===== src/rtl/nes_controller_responder_if.sv =====
// rtl/nes_controller_responder_if.sv - NES controller pin and button bundle
interface nes_controller_responder_if;
   logic [7:0] buttons;
   logic       nes_latch;
   logic       nes_clk;
   logic       nes_data;
   logic [3:0] bit_index;
   logic       frame_done;

   // Host side: drives buttons and connector pins, observes serial data and status
   modport master (
      output buttons,
      output nes_latch,
      output nes_clk,
      input  nes_data,
      input  bit_index,
      input  frame_done
   );

   // Device side: the controller model
   modport slave (
      input  buttons,
      input  nes_latch,
      input  nes_clk,
      output nes_data,
      output bit_index,
      output frame_done
   );
endinterface


===== src/rtl/nes_controller_responder.sv =====
// rtl/nes_controller_responder.sv - 4021-style NES controller device model
module nes_controller_responder #(
   parameter int   SYNC_STAGES = 2,
   parameter logic IDLE_LEVEL  = 1'b1
) (
   input logic                   clk,
   input logic                   reset,
   nes_controller_responder_if.slave bus
);

   localparam logic [1:0] ST_IDLE     = 2'd0;
   localparam logic [1:0] ST_LOADED   = 2'd1;
   localparam logic [1:0] ST_SHIFTING = 2'd2;
   localparam logic [1:0] ST_DONE     = 2'd3;

   logic [SYNC_STAGES-1:0] latch_sync;
   logic [SYNC_STAGES-1:0] clk_sync;
   logic                   clk_d;
   logic                   latch_s;
   logic                   clk_s;
   logic                   clk_rise;

   logic [1:0] state;
   logic [7:0] sr;
   logic [3:0] bit_index_q;
   logic       frame_done_q;

   // Bring the asynchronous host pins into the clk domain; clearing to 0 makes
   // a pin already high at reset release look like a fresh rising edge
   always_ff @(posedge clk) begin
      if (reset) begin
         latch_sync <= '0;
         clk_sync   <= '0;
         clk_d      <= 1'b0;
      end else begin
         latch_sync <= {latch_sync[SYNC_STAGES-2:0], bus.nes_latch};
         clk_sync   <= {clk_sync[SYNC_STAGES-2:0], bus.nes_clk};
         clk_d      <= clk_s;
      end
   end

   assign latch_s  = latch_sync[SYNC_STAGES-1];
   assign clk_s    = clk_sync[SYNC_STAGES-1];
   assign clk_rise = clk_s & ~clk_d;

   // Frame sequencing: latch level reloads continuously and overrides any shift;
   // shift edges only count while a loaded frame is in progress
   always_ff @(posedge clk) begin
      if (reset) begin
         state        <= ST_IDLE;
         sr           <= 8'hFF;
         bit_index_q  <= 4'd0;
         frame_done_q <= 1'b0;
      end else begin
         frame_done_q <= 1'b0;
         if (latch_s) begin
            sr          <= ~bus.buttons;
            bit_index_q <= 4'd0;
            state       <= ST_LOADED;
         end else if (clk_rise && (state == ST_LOADED || state == ST_SHIFTING)) begin
            sr          <= {sr[6:0], 1'b1};
            bit_index_q <= bit_index_q + 4'd1;
            if (bit_index_q == 4'd7) begin
               state        <= ST_DONE;
               frame_done_q <= 1'b1;
            end else begin
               state <= ST_SHIFTING;
            end
         end
      end
   end

   // Serial data straight from the register head while a frame is live
   always_comb begin
      bus.nes_data = IDLE_LEVEL;
      if (state == ST_LOADED || state == ST_SHIFTING) begin
         bus.nes_data = sr[7];
      end
   end

   assign bus.bit_index  = bit_index_q;
   assign bus.frame_done = frame_done_q;

endmodule


===== src/flat_wrapper.sv =====
// flat-port wrapper written by rule: the top's interface ports become plain ports
module nes_controller_responder_flat 
#(
   parameter int   SYNC_STAGES = 2,
   parameter logic IDLE_LEVEL  = 1'b1
)
  (clk, reset, bus_buttons, bus_nes_latch, bus_nes_clk, bus_nes_data, bus_bit_index, bus_frame_done);
  nes_controller_responder_if bus_i ();
  input logic clk;
  input logic reset;
  input wire logic [$bits(bus_i.buttons)-1:0] bus_buttons;
  input wire logic [$bits(bus_i.nes_latch)-1:0] bus_nes_latch;
  input wire logic [$bits(bus_i.nes_clk)-1:0] bus_nes_clk;
  output wire logic [$bits(bus_i.nes_data)-1:0] bus_nes_data;
  output wire logic [$bits(bus_i.bit_index)-1:0] bus_bit_index;
  output wire logic [$bits(bus_i.frame_done)-1:0] bus_frame_done;
  assign bus_i.buttons = bus_buttons;
  assign bus_i.nes_latch = bus_nes_latch;
  assign bus_i.nes_clk = bus_nes_clk;
  assign bus_nes_data = bus_i.nes_data;
  assign bus_bit_index = bus_i.bit_index;
  assign bus_frame_done = bus_i.frame_done;
  nes_controller_responder #(.SYNC_STAGES(SYNC_STAGES), .IDLE_LEVEL(IDLE_LEVEL)) u_core (.clk(clk), .reset(reset), .bus(bus_i));
endmodule

===== config.mk =====
export PLATFORM = sky130hd
export DESIGN_NAME = nes_controller_responder_flat
export DESIGN_NICKNAME = d
export VERILOG_FILES = /design/src/rtl/nes_controller_responder_if.sv /design/src/rtl/nes_controller_responder.sv /design/src/flat_wrapper.sv
export SDC_FILE = /design/constraint.sdc
export NUM_CORES = 1
export LEC_CHECK = 0
export CAP_MARGIN = 20
export CORE_MARGIN = 2
export CORE_UTILIZATION = 50
export CTS_BUF_LIST = sky130_fd_sc_hd__clkbuf_8
export CTS_CLUSTER_DIAMETER = 40
export CTS_CLUSTER_SIZE = 12
export DETAILED_ROUTE_END_ITERATION = 8
export PLACE_DENSITY = 0.85
export RECOVER_POWER = 25
export SLEW_MARGIN = 20
export SYNTH_ARGS = -nofsm -noshare
export SYNTH_HDL_FRONTEND = slang
export SYNTH_SLANG_ARGS = --single-unit
export TNS_END_PERCENT = 5

===== constraint.sdc =====
create_clock -name clk -period 2.3 [get_ports clk]
set_clock_uncertainty 0.05 [all_clocks]
set_input_delay 0.69 -clock clk [delete_from_list [all_inputs] [get_ports clk]]
set_output_delay 0.69 -clock clk [all_outputs]
set_load 0.005 [all_outputs]

After elaboration in Yosys (flattened, before gate mapping)
Cells that the tools add are included.

word-level totals
  output and inout bits = 6
  logic and storage cells = 28
  input port bits = 12
  register bits = 20

cells by class
  equal/unequal tests = 3
  reduce and logical (&&, ||, !) cells = 5
  add/subtract/negate cells = 1
  multiplexer cells = 7
  bitwise operators = 4

operators by type and width
  cell                                                  count
  2-to-1 mux 8 bit                                      2
  NOT 8 bit                                             1
  2-to-1 mux 1 bit                                      5
  adder 4 x 1 -> 4 bit (second input constant)          1
  equality test 4 x 3 -> 1 bit (second input constant)  1
  OR reduction 3 bit                                    1
  equality test 2 x 1 -> 1 bit (second input constant)  1
  equality test 2 bit (second input constant)           1
  NOT 1 bit                                             2
  nonzero test 2 bit                                    1
  OR reduction 2 bit                                    1
  bitwise AND 1 bit                                     1
  logical AND 1 bit                                     1
  logical OR 1 bit                                      1

Logic depth before layout (Yosys ltp)
Gate-level depths: netlist (run 1).

  depth after elaboration = 5
  mapped depth = 5
  gate-level depth less buffers = 4

Worst setup path after synthesis (run 1)
Ideal clock, no wire load.

  kind = flip-flop to output port
  start = register u_core.state[1]
  end = output port bus_nes_data
  data arrival time = 0.845 ns
  cell stages (with the launch flop) = 3
  required time = 1.560 ns
  slack = 0.715 ns
  path buffers = 0
  cells stage by stage = dfxtp_1 -> xor2_1 -> nand2b_1

between the ends
  word-level cells in the longest chain between the ends = 3
  elaborated cells between the ends (all ways) = 4
  those cells by class = eq/ne (2); mux (1); reduce/logical (1)

ends and longest elaborated chain
  what                                                                        line                            RTL
  from (decl)                                                                 nes_controller_responder.sv:23  logic [1:0] state;
  from (signal assigned)                                                      nes_controller_responder.sv:50  state <= ST_IDLE;
  from (signal assigned)                                                      nes_controller_responder.sv:59  state <= ST_LOADED;
  from (signal assigned)                                                      nes_controller_responder.sv:64  state <= ST_DONE;
  equality test 2 x 1 -> 1 bit / equality test 2 bit (equally long branches)  nes_controller_responder.sv:76  if (state == ST_LOADED || state == ST_SHIFTING) begin
  logical OR 1 bit *                                                          nes_controller_responder.sv:76
  2-to-1 mux 1 bit *                                                          nes_controller_responder.sv:76
  to (decl)                                                                   flat_wrapper.sv:14              output wire logic [$bits(bus_i.nes_data)-1:0] bus_nes_data;

Mark *: on every way between the ends. The rest lies on a longest branch, timed or not.

Worst setup path after layout (run 1)
Same ends and word-level chain as after synthesis.

==> flow_metrics.env, run 1 <==
export IMPL_cp_required_ns=1.56
export IMPL_regToRegSetupSlack_ns=0.71
export IMPL_ir_drop_v=0.000505
export IMPL_core_area_sq_mm=0.00156
export IMPL_grt_total_usage_pct=19.8
export IMPL_area_growth_pct=28.2
export IMPL_fin_crit_ns=2.14
export IMPL_maxCapViolCount=0
export IMPL_yosysWarnings=0
export IMPL_clk_latency_ns=0.25
export IMPL_r2r_cells=3
export IMPL_dp_hpwl_mm=1.14
export IMPL_endpoint_kind="primary output"
export IMPL_drc=0
export IMPL_ys_seq_area_share_pct=47.0
export IMPL_h_tree_depth=1
export IMPL_reg2reg_from="u_core.clk_d"
export IMPL_p_leak_uw=0.000374
export IMPL_ys_types=27
export IMPL_power_density_mw_per_mm2=626
export IMPL_routed_wl_mm=1.74
export IMPL_min_from="u_core.latch_sync[0]"
export IMPL_die_area_sq_mm=0.00205
export IMPL_grt_pass1_vias=677
export IMPL_worstPathCellList="xor2_1 -> nand2b_1 -> clkdlybuf4s50_1"
export IMPL_cts_made_buffers=3
export IMPL_tns_ns=0
export IMPL_slew_viol_final=0
export IMPL_grt_overflow=0
export IMPL_rows=14
export IMPL_drt_iter0_drc=16
export IMPL_via_per_inst=5.74
export IMPL_synth_top_cell_by_area="dfxtp_1"
export IMPL_clk_pin_slew_ns=0.07
export IMPL_grt_pass1_wl_mm=2.90
export IMPL_max_stage_delay_ns=0.45
export IMPL_avgRoutedWirePerCell_um=12.8
export IMPL_ios=18
export IMPL_ant_nets=0
export IMPL_path_class="register to primary output"
export IMPL_die_w_um=45.3
export IMPL_min_period_over_period_pct=93.2
export IMPL_synth_fp_nets=115
export IMPL_finalSetupViolCount=0
export IMPL_holdPathStages=1
export IMPL_grt_max_degree=19
export IMPL_rsz0062_at_grt="false"
export IMPL_clock_sinks=20
export IMPL_synth_area_top_cells="dfxtp_1 47%, a21oi_1 4.7%, nor3_1 4.7%"
export IMPL_r2r_end="u_core.state[0]"
export IMPL_yosysTopAreaCellShare_pct=47.0
export IMPL_hold_buffers=0
export IMPL_start_util_pct=54.7
export IMPL_ys_ff_latch=20
export IMPL_syn_inst=102
export IMPL_crit_buf_inv=1
export IMPL_final_common_cell="dfxtp_1"
export IMPL_syn_cell_area_sq_um=852
export IMPL_io_buffers=17
export IMPL_vias=781
export IMPL_crit_path_start_kind="register"
export IMPL_slew_limit_headroom_pct=63.1
export IMPL_path_max_fanout=4
export IMPL_cpMaxStageDelayCell="clkdlybuf4s50_1"
export IMPL_hp_class="register to register"
export IMPL_cts_root_buffer="clkbuf_8"
export IMPL_gp_congestion=0.798
export IMPL_post_cts_buffers=0
export IMPL_antenna_found_initial=0
export IMPL_mostFrequentLayoutCells="20 x dfxtp_1, 16 x clkdlybuf4s50_1, 9 x nand2_1"
export IMPL_die_h_um=45.3
export IMPL_antenna_cells=0
export IMPL_whs_ns=0.398
export IMPL_arrival_ns=1.40
export IMPL_tritoncts="done"
export IMPL_min_to="u_core.latch_sync[1]"
export IMPL_cts_buffer_depth=2
export IMPL_worst_pin_slew_ns=0.553
export IMPL_drive_gt1_share_pct=6.67
export IMPL_crit_family="buffers and inverters"
export IMPL_cts_resized=0
export IMPL_finalNetCount=134
export IMPL_avgSynthCellArea_sq_um=8.35
export IMPL_status="complete, no violations"
export IMPL_first_pass_iters=4
export IMPL_fmax_mhz=467
export IMPL_hold_viol_final=0
-- flip-flops by register name, summed over array words and instances, names as in the netlist --
name,flops
u_core.clk_sync,2
u_core.state,2
u_core.latch_sync,2
u_core.bus.frame_done,1
u_core.clk_d,1
u_core.bus.bit_index,4
u_core.sr,8
-- area by class of cell --
class | instances | area (sq um)
multi-input combinational | 72 | 413
sequential | 20 | 400
inverter | 3 | 11.3
clock buffer | 4 | 55.1
fill | 137 | 467
timing repair buffer | 21 | 193
tap | 16 | 20.0
-- worst max path at each step --
stage	depth (start not counted)	from	slack, ns	to
2_1_floorplan	2	u_core.state[1]	0.71	bus_nes_data
3_3_place_gp	4	reset	0.25	u_core.sr[2]
3_5_place_dp	4	reset	0.22	u_core.sr[2]
4_1_cts	3	u_core.state[1]	0.14	bus_nes_data
5_1_grt	3	u_core.state[1]	0.09	bus_nes_data
6_report	3	u_core.state[1]	0.16	bus_nes_data
-- kinds of logic (layout without fill, tap and decap cells) --
| family | after synthesis | after routing | share of synthesized area (%) |
|---|---|---|---|
| and+or+nand+nor | 46 | 46 | 27.6 |
| buffers and inverters | 10 | 28 | 4.55 |
| xor gates and xnor gates | 2 | 2 | 2.06 |
| DFF | 20 | 20 | 47.0 |
| AOI/OAI and AO/OA | 23 | 23 | 17.3 |
| adders and majority gates | 1 | 1 | 1.47 |
-- per-layer routing --
layer  wire length, um  GRT usage (%)
met1               752           25.1
met2               891           32.6
met3                93           3.60
met4                 8           8.82
met5                 0              0
-- cell usage after synthesis (all sizes together) --
cell and n:
nor2 8, or4 3, nand3 3, nand2b 2, or2 1, xor2 1
clkbuf 6, a221oi 1, a21oi 8, a31oi 1, ha 1, xnor2 1
o21ai 5, dfxtp 20, o31ai 2, a2111oi 1, a21o 1, nand2 9
o221a 1, nor2b 6, nor3 8, a211oi 2, o211a 1, inv 3
buf 1, or3 6
-- worst register-to-register path, delay by kind of cell, from the launching register on --
kind / cells / cell delay (ns)
compound gates: 1 / 0.18
flops: 1 / 0.31
simple gates: 2 / 0.98
-- through the flow --
stage	utilization (%)	instances	setup WS, ns	total power, uW	instance area, sq um
6_report	70.1	136	0.156	684	1090
4_1_cts	70.5	136	0.139	690	1100
3_3_place_gp	67.0	132	0.255	429	1040
5_1_grt	70.1	136	0.0856	708	1090
2_1_floorplan	-	102	0.715	399	852
3_5_place_dp	67.0	132	0.223	430	1040
-- power breakdown --
group          total [uW]  switching, uW  internal (uW)
sequential            363           7.09            356
clock                 262            110            152
combinational        58.1           27.4           30.7
Note: power is estimated with default switching activity, not from simulation.
==> run 2: changes to the inputs <==
Settings changed: CELL_PAD_IN_SITES_DETAIL_PLACEMENT set to 1, CELL_PAD_IN_SITES_GLOBAL_PLACEMENT set to 2, CORE_UTILIZATION 50 to 32, PLACE_DENSITY 0.85 to 0.91.
==> run 2 against run 1 <==
Effect of this change: global-route usage decreased by 5.4 points; cell area increased by 1.6%; clock power increased by 2%; largest power group unchanged; highest routed layer unchanged.
==> flow_metrics.env, run 2 (synthesized netlist as in run 1, its figures left out) <==
export IMPL_clock_sinks=20
export IMPL_clk_latency_ns=0.26
export IMPL_hold_buffers=0
export IMPL_arrival_ns=1.38
export IMPL_grt_overflow=0
export IMPL_post_cts_buffers=0
export IMPL_cts_resized=0
export IMPL_placed_cells=146
export IMPL_clk_pin_slew_ns=0.07
export IMPL_power_density_mw_per_mm2=621
export IMPL_intPower_uw=539
export IMPL_p_clk_share_pct=38.8
export IMPL_finalSetupViolCount=0
export IMPL_mostFrequentLayoutCells="20 x dfxtp_1, 16 x clkdlybuf4s50_1, 9 x nand2_1"
export IMPL_drive_gt1_share_pct=6.67
export IMPL_instances_no_fill=150
export IMPL_largest_reg_flops=8
export IMPL_ios=18
export IMPL_fmax_mhz=472
export IMPL_swShare_pct=21.7
export IMPL_die_h_um=55.6
export IMPL_finalNetCount=134
export IMPL_antenna_cells=0
export IMPL_rsz0062_at_grt="false"
export IMPL_avgRoutedWirePerCell_um=13.0
export IMPL_start_util_pct=34.1
export IMPL_drc=0
export IMPL_cts_root_buffer="clkbuf_8"
export IMPL_endpoint_kind="primary output"
export IMPL_dp_hpwl_mm=1.48
export IMPL_drt_iter0_drc=5
export IMPL_crit_path_start_kind="register"
export IMPL_grt_pass1_wl_mm=3.44
export IMPL_io_buffers=17
export IMPL_hp_class="register to register"
export IMPL_hold_viol_final=0
export IMPL_worst_pin_slew_ns=0.544
export IMPL_grt_pass1_vias=778
export IMPL_die_w_um=55.6
export IMPL_status="complete, no violations"
export IMPL_h_tree_depth=1
export IMPL_top_register="u_core.sr"
export IMPL_grt_max_degree=19
export IMPL_regArea_sq_um=400
export IMPL_fin_crit_ns=2.12
export IMPL_ir_drop_v=0.000270
export IMPL_maxCapViolCount=0
export IMPL_rows=18
export IMPL_path_class="register to primary output"
export IMPL_antenna_found_initial=0
export IMPL_routed_wl_mm=1.95
export IMPL_p_leak_uw=0.000374
export IMPL_seqPwrFrac_pct=52.7
export IMPL_core_area_sq_mm=0.00250
export IMPL_p_comb_share_pct=8.5
export IMPL_preCtsSetupSlack_ns=0.208
export IMPL_filler_cell_count=301
export IMPL_cts_buffer_depth=2
export IMPL_tritoncts="done"
export IMPL_cp_required_ns=1.56
export IMPL_power_uw=689
export IMPL_area_growth_pct=30.2
export IMPL_regToRegSetupSlack_ns=0.73
export IMPL_power_switching_uw=150
export IMPL_grt_total_usage_pct=14.3
export IMPL_gp_congestion=0.674
export IMPL_setup_slack_ns=0.183
export IMPL_multi_input_area_sq_um=413
export IMPL_final_common_cell="dfxtp_1"
export IMPL_first_pass_iters=2
export IMPL_via_per_inst=5.17
export IMPL_min_period_over_period_pct=92.1
export IMPL_tns_ns=0
export IMPL_slew_limit_headroom_pct=63.7
export IMPL_ant_nets=0
export IMPL_cts_made_buffers=3
export IMPL_vias=776
export IMPL_slew_viol_final=0
export IMPL_die_area_sq_mm=0.00309
export IMPL_path_max_fanout=4
==> run 2: routing by layer <==
layer	GRT usage, %	vias to the layer above	wire, um
met3	3.49	4	80
li1	-	394	-
met2	24.3	16	924
met4	7.32	0	32
met5	0	-	0
met1	16.7	362	916
==> run 2: area by class of cell <==
type | count | area share (%)
clock buffers | 4 | 4.96
multi-input cells | 72 | 37.2
inverters | 3 | 1.01
flip-flops and latches | 20 | 36.1
well taps | 30 | 3.38
repair buffers | 21 | 17.4
==> run 2: path summary, 6_finish.rpt <==
kind                            cells past startpoint                  from              endpoint
worst max register to register                      3          u_core.clk_d       u_core.state[0]
worst min register to register                      1  u_core.latch_sync[0]  u_core.latch_sync[1]
worst max-delay path                                3       u_core.state[1]          bus_nes_data
worst min-delay path                                1  u_core.latch_sync[0]  u_core.latch_sync[1]
==> run 2: power by group through the flow <==
stage	combinational [uW]	clock [uW]	sequential [uW]
2_1_floorplan	32.2	0	367
3_3_place_gp	59.9	0	371
3_5_place_dp	61.1	0	371
4_1_cts	61.1	279	363
5_1_grt	64.9	295	365
6_report	58.3	267	363
==> run 2: critical path, cell delays in order (launching register included) <==
cell and delay [ns]:
dfxtp_1 0.40, xor2_1 0.21, nand2b_1 0.07, clkdlybuf4s50_1 0.44
==> run 2: stage by stage <==
| stage | hold slack [ns] | cell area, sq um | util, % |
|---|---|---|---|
| global placement | 0.369 | 1060 | 42.5 |
| floorplan | 0.364 | 852 | - |
| finish | 0.401 | 1110 | 44.4 |
| detailed placement | 0.386 | 1060 | 42.5 |
| global route | 0.417 | 1110 | 44.4 |
| CTS | 0.405 | 1120 | 44.7 |
==> run 3: changes to the inputs <==
Settings changed: MAX_ROUTING_LAYER set to met4.
==> run 3 against run 2 <==
Effect of this change: combinational power is essentially flat; worst setup slack lost 0.0023 ns; sequential power about the same; largest power group unchanged.
==> flow_metrics.env, run 3 (synthesized netlist as in run 1, its figures left out) <==
export IMPL_h_tree_depth=1
export IMPL_clk_pin_slew_ns=0.08
export IMPL_drt_met1_wl_um=910
export IMPL_ant_nets=0
export IMPL_crit_start="u_core.state[1]"
export IMPL_worst_pin_slew_ns=0.545
export IMPL_arrival_ns=1.38
export IMPL_finalNetCount=134
export IMPL_path_class="register to primary output"
export IMPL_p_comb_share_pct=8.5
export IMPL_reg2reg_from="u_core.clk_d"
export IMPL_fin_util_pct=44.4
export IMPL_io_buffers=17
export IMPL_cp_required_ns=1.56
export IMPL_drt_iter0_drc=4
export IMPL_largest_reg_flops=8
export IMPL_rsz0062_at_grt="false"
export IMPL_fmax_mhz=472
export IMPL_cts_resized=0
export IMPL_final_common_cell="dfxtp_1"
export IMPL_hold_buffers=0
export IMPL_top_register="u_core.sr"
export IMPL_die_w_um=55.6
export IMPL_status="complete, no violations"
export IMPL_antenna_cells=0
export IMPL_avgRoutedWirePerCell_um=13.1
export IMPL_clock_sinks=20
export IMPL_rows=18
export IMPL_ios=18
export IMPL_cts_root_buffer="clkbuf_8"
export IMPL_path_max_fanout=4
export IMPL_die_area_sq_mm=0.00309
export IMPL_vias=779
export IMPL_grt_max_degree=19
export IMPL_p_leak_uw=0.000374
export IMPL_start_util_pct=34.1
export IMPL_p_clk_share_pct=39.0
export IMPL_post_cts_buffers=0
export IMPL_regArea_sq_um=400
export IMPL_worstPathCellList="xor2_1 -> nand2b_1 -> clkdlybuf4s50_1"
export IMPL_area_growth_pct=30.2
export IMPL_mostFrequentLayoutCells="20 x dfxtp_1, 16 x clkdlybuf4s50_1, 9 x nand2_1"
export IMPL_holdPathStages=1
export IMPL_core_area_sq_mm=0.00250
export IMPL_grt_pass1_vias=775
export IMPL_via_per_inst=5.19
export IMPL_power_uw=691
export IMPL_first_pass_iters=2
export IMPL_ir_drop_v=0.000274
export IMPL_route_met2_wl_um=942
export IMPL_tritoncts="done"
export IMPL_met3WireLength_um=80
export IMPL_die_h_um=55.6
export IMPL_endpoint_kind="primary output"
export IMPL_hold_viol_final=0
export IMPL_hp_class="register to register"
export IMPL_preCtsSetupSlack_ns=0.208
export IMPL_fin_crit_ns=2.12
export IMPL_setup_slack_ns=0.180
export IMPL_cts_buffer_depth=2
export IMPL_multi_input_area_sq_um=413
export IMPL_intPower_uw=539
export IMPL_seqPwrFrac_pct=52.6
export IMPL_filler_cell_count=301
export IMPL_maxCapViolCount=0
export IMPL_routed_wl_mm=1.97
export IMPL_crit_path_start_kind="register"
export IMPL_power_switching_uw=152
export IMPL_grt_overflow=0
export IMPL_grt_total_usage_pct=14.8
export IMPL_slew_limit_headroom_pct=63.6
export IMPL_dp_hpwl_mm=1.48
export IMPL_power_density_mw_per_mm2=623
export IMPL_dr_max_layer_used="met4"
export IMPL_tns_ns=0
export IMPL_clk_latency_ns=0.26
export IMPL_antenna_found_initial=0
export IMPL_r2r_cells=3
export IMPL_drive_gt1_share_pct=6.67
export IMPL_drc=0
export IMPL_min_from="u_core.latch_sync[0]"
export IMPL_cpMaxStageDelayCell="clkdlybuf4s50_1"
export IMPL_finalSetupViolCount=0
export IMPL_slew_viol_final=0
export IMPL_grt_pass1_wl_mm=3.44
export IMPL_swShare_pct=21.9
export IMPL_gp_congestion=0.680
export IMPL_max_stage_delay_ns=0.44
export IMPL_min_period_over_period_pct=92.2
export IMPL_cts_made_buffers=3
-- run 3: cell counts in the layout (fill, tap and decap cells not counted) --
No cell type changed its count.
-- run 3: area by class of cell --
cell class | count | share of cell area, %
inverter | 3 | 1.01
clock buffer | 4 | 4.96
tap | 30 | 3.38
timing repair buffer | 21 | 17.4
multi-input combinational | 72 | 37.2
sequential | 20 | 36.1
-- run 3: through the flow --
| stage | instances | hold slack, ns | area (sq um) |
|---|---|---|---|
| final | 150 | 0.402 | 1110 |
| after global routing | 150 | 0.417 | 1110 |
| after CTS | 150 | 0.405 | 1120 |
| after detailed placement | 146 | 0.386 | 1060 |
| after global placement | 146 | 0.369 | 1060 |
| after floorplan | 102 | 0.364 | 852 |
-- run 3: worst paths after layout --
kind / endpoint / slack, ns
setup / recovery: bus_nes_data / 0.18
hold / removal: u_core.latch_sync[1] / 0.40
setup reg to reg: u_core.state[0] / 0.73
hold reg to reg: u_core.latch_sync[1] / 0.40
-- run 3: layer usage --
layer | vias to the layer above | global-route usage [%]
met3 | 4 | 3.49
met1 | 364 | 16.7
met4 | 0 | 7.32
met5 | - | -
met2 | 16 | 24.3
li1 | 395 | -
-- run 3: power by group through the flow --
stage	registers [uW]	clock network [uW]	logic [uW]
2_1_floorplan	367	0	32.2
3_3_place_gp	371	0	59.9
3_5_place_dp	371	0	61.1
4_1_cts	363	279	61.1
5_1_grt	365	295	64.9
6_report	363	269	58.6
-- run 3: worst max-delay path, delay by kind of cell, from the launching register on --
kind,cells,cell delay (ns)
buffers and inverters,1,0.44
flip-flops,1,0.40
XOR/XNOR,1,0.21
AND/OR/NAND/NOR,1,0.07
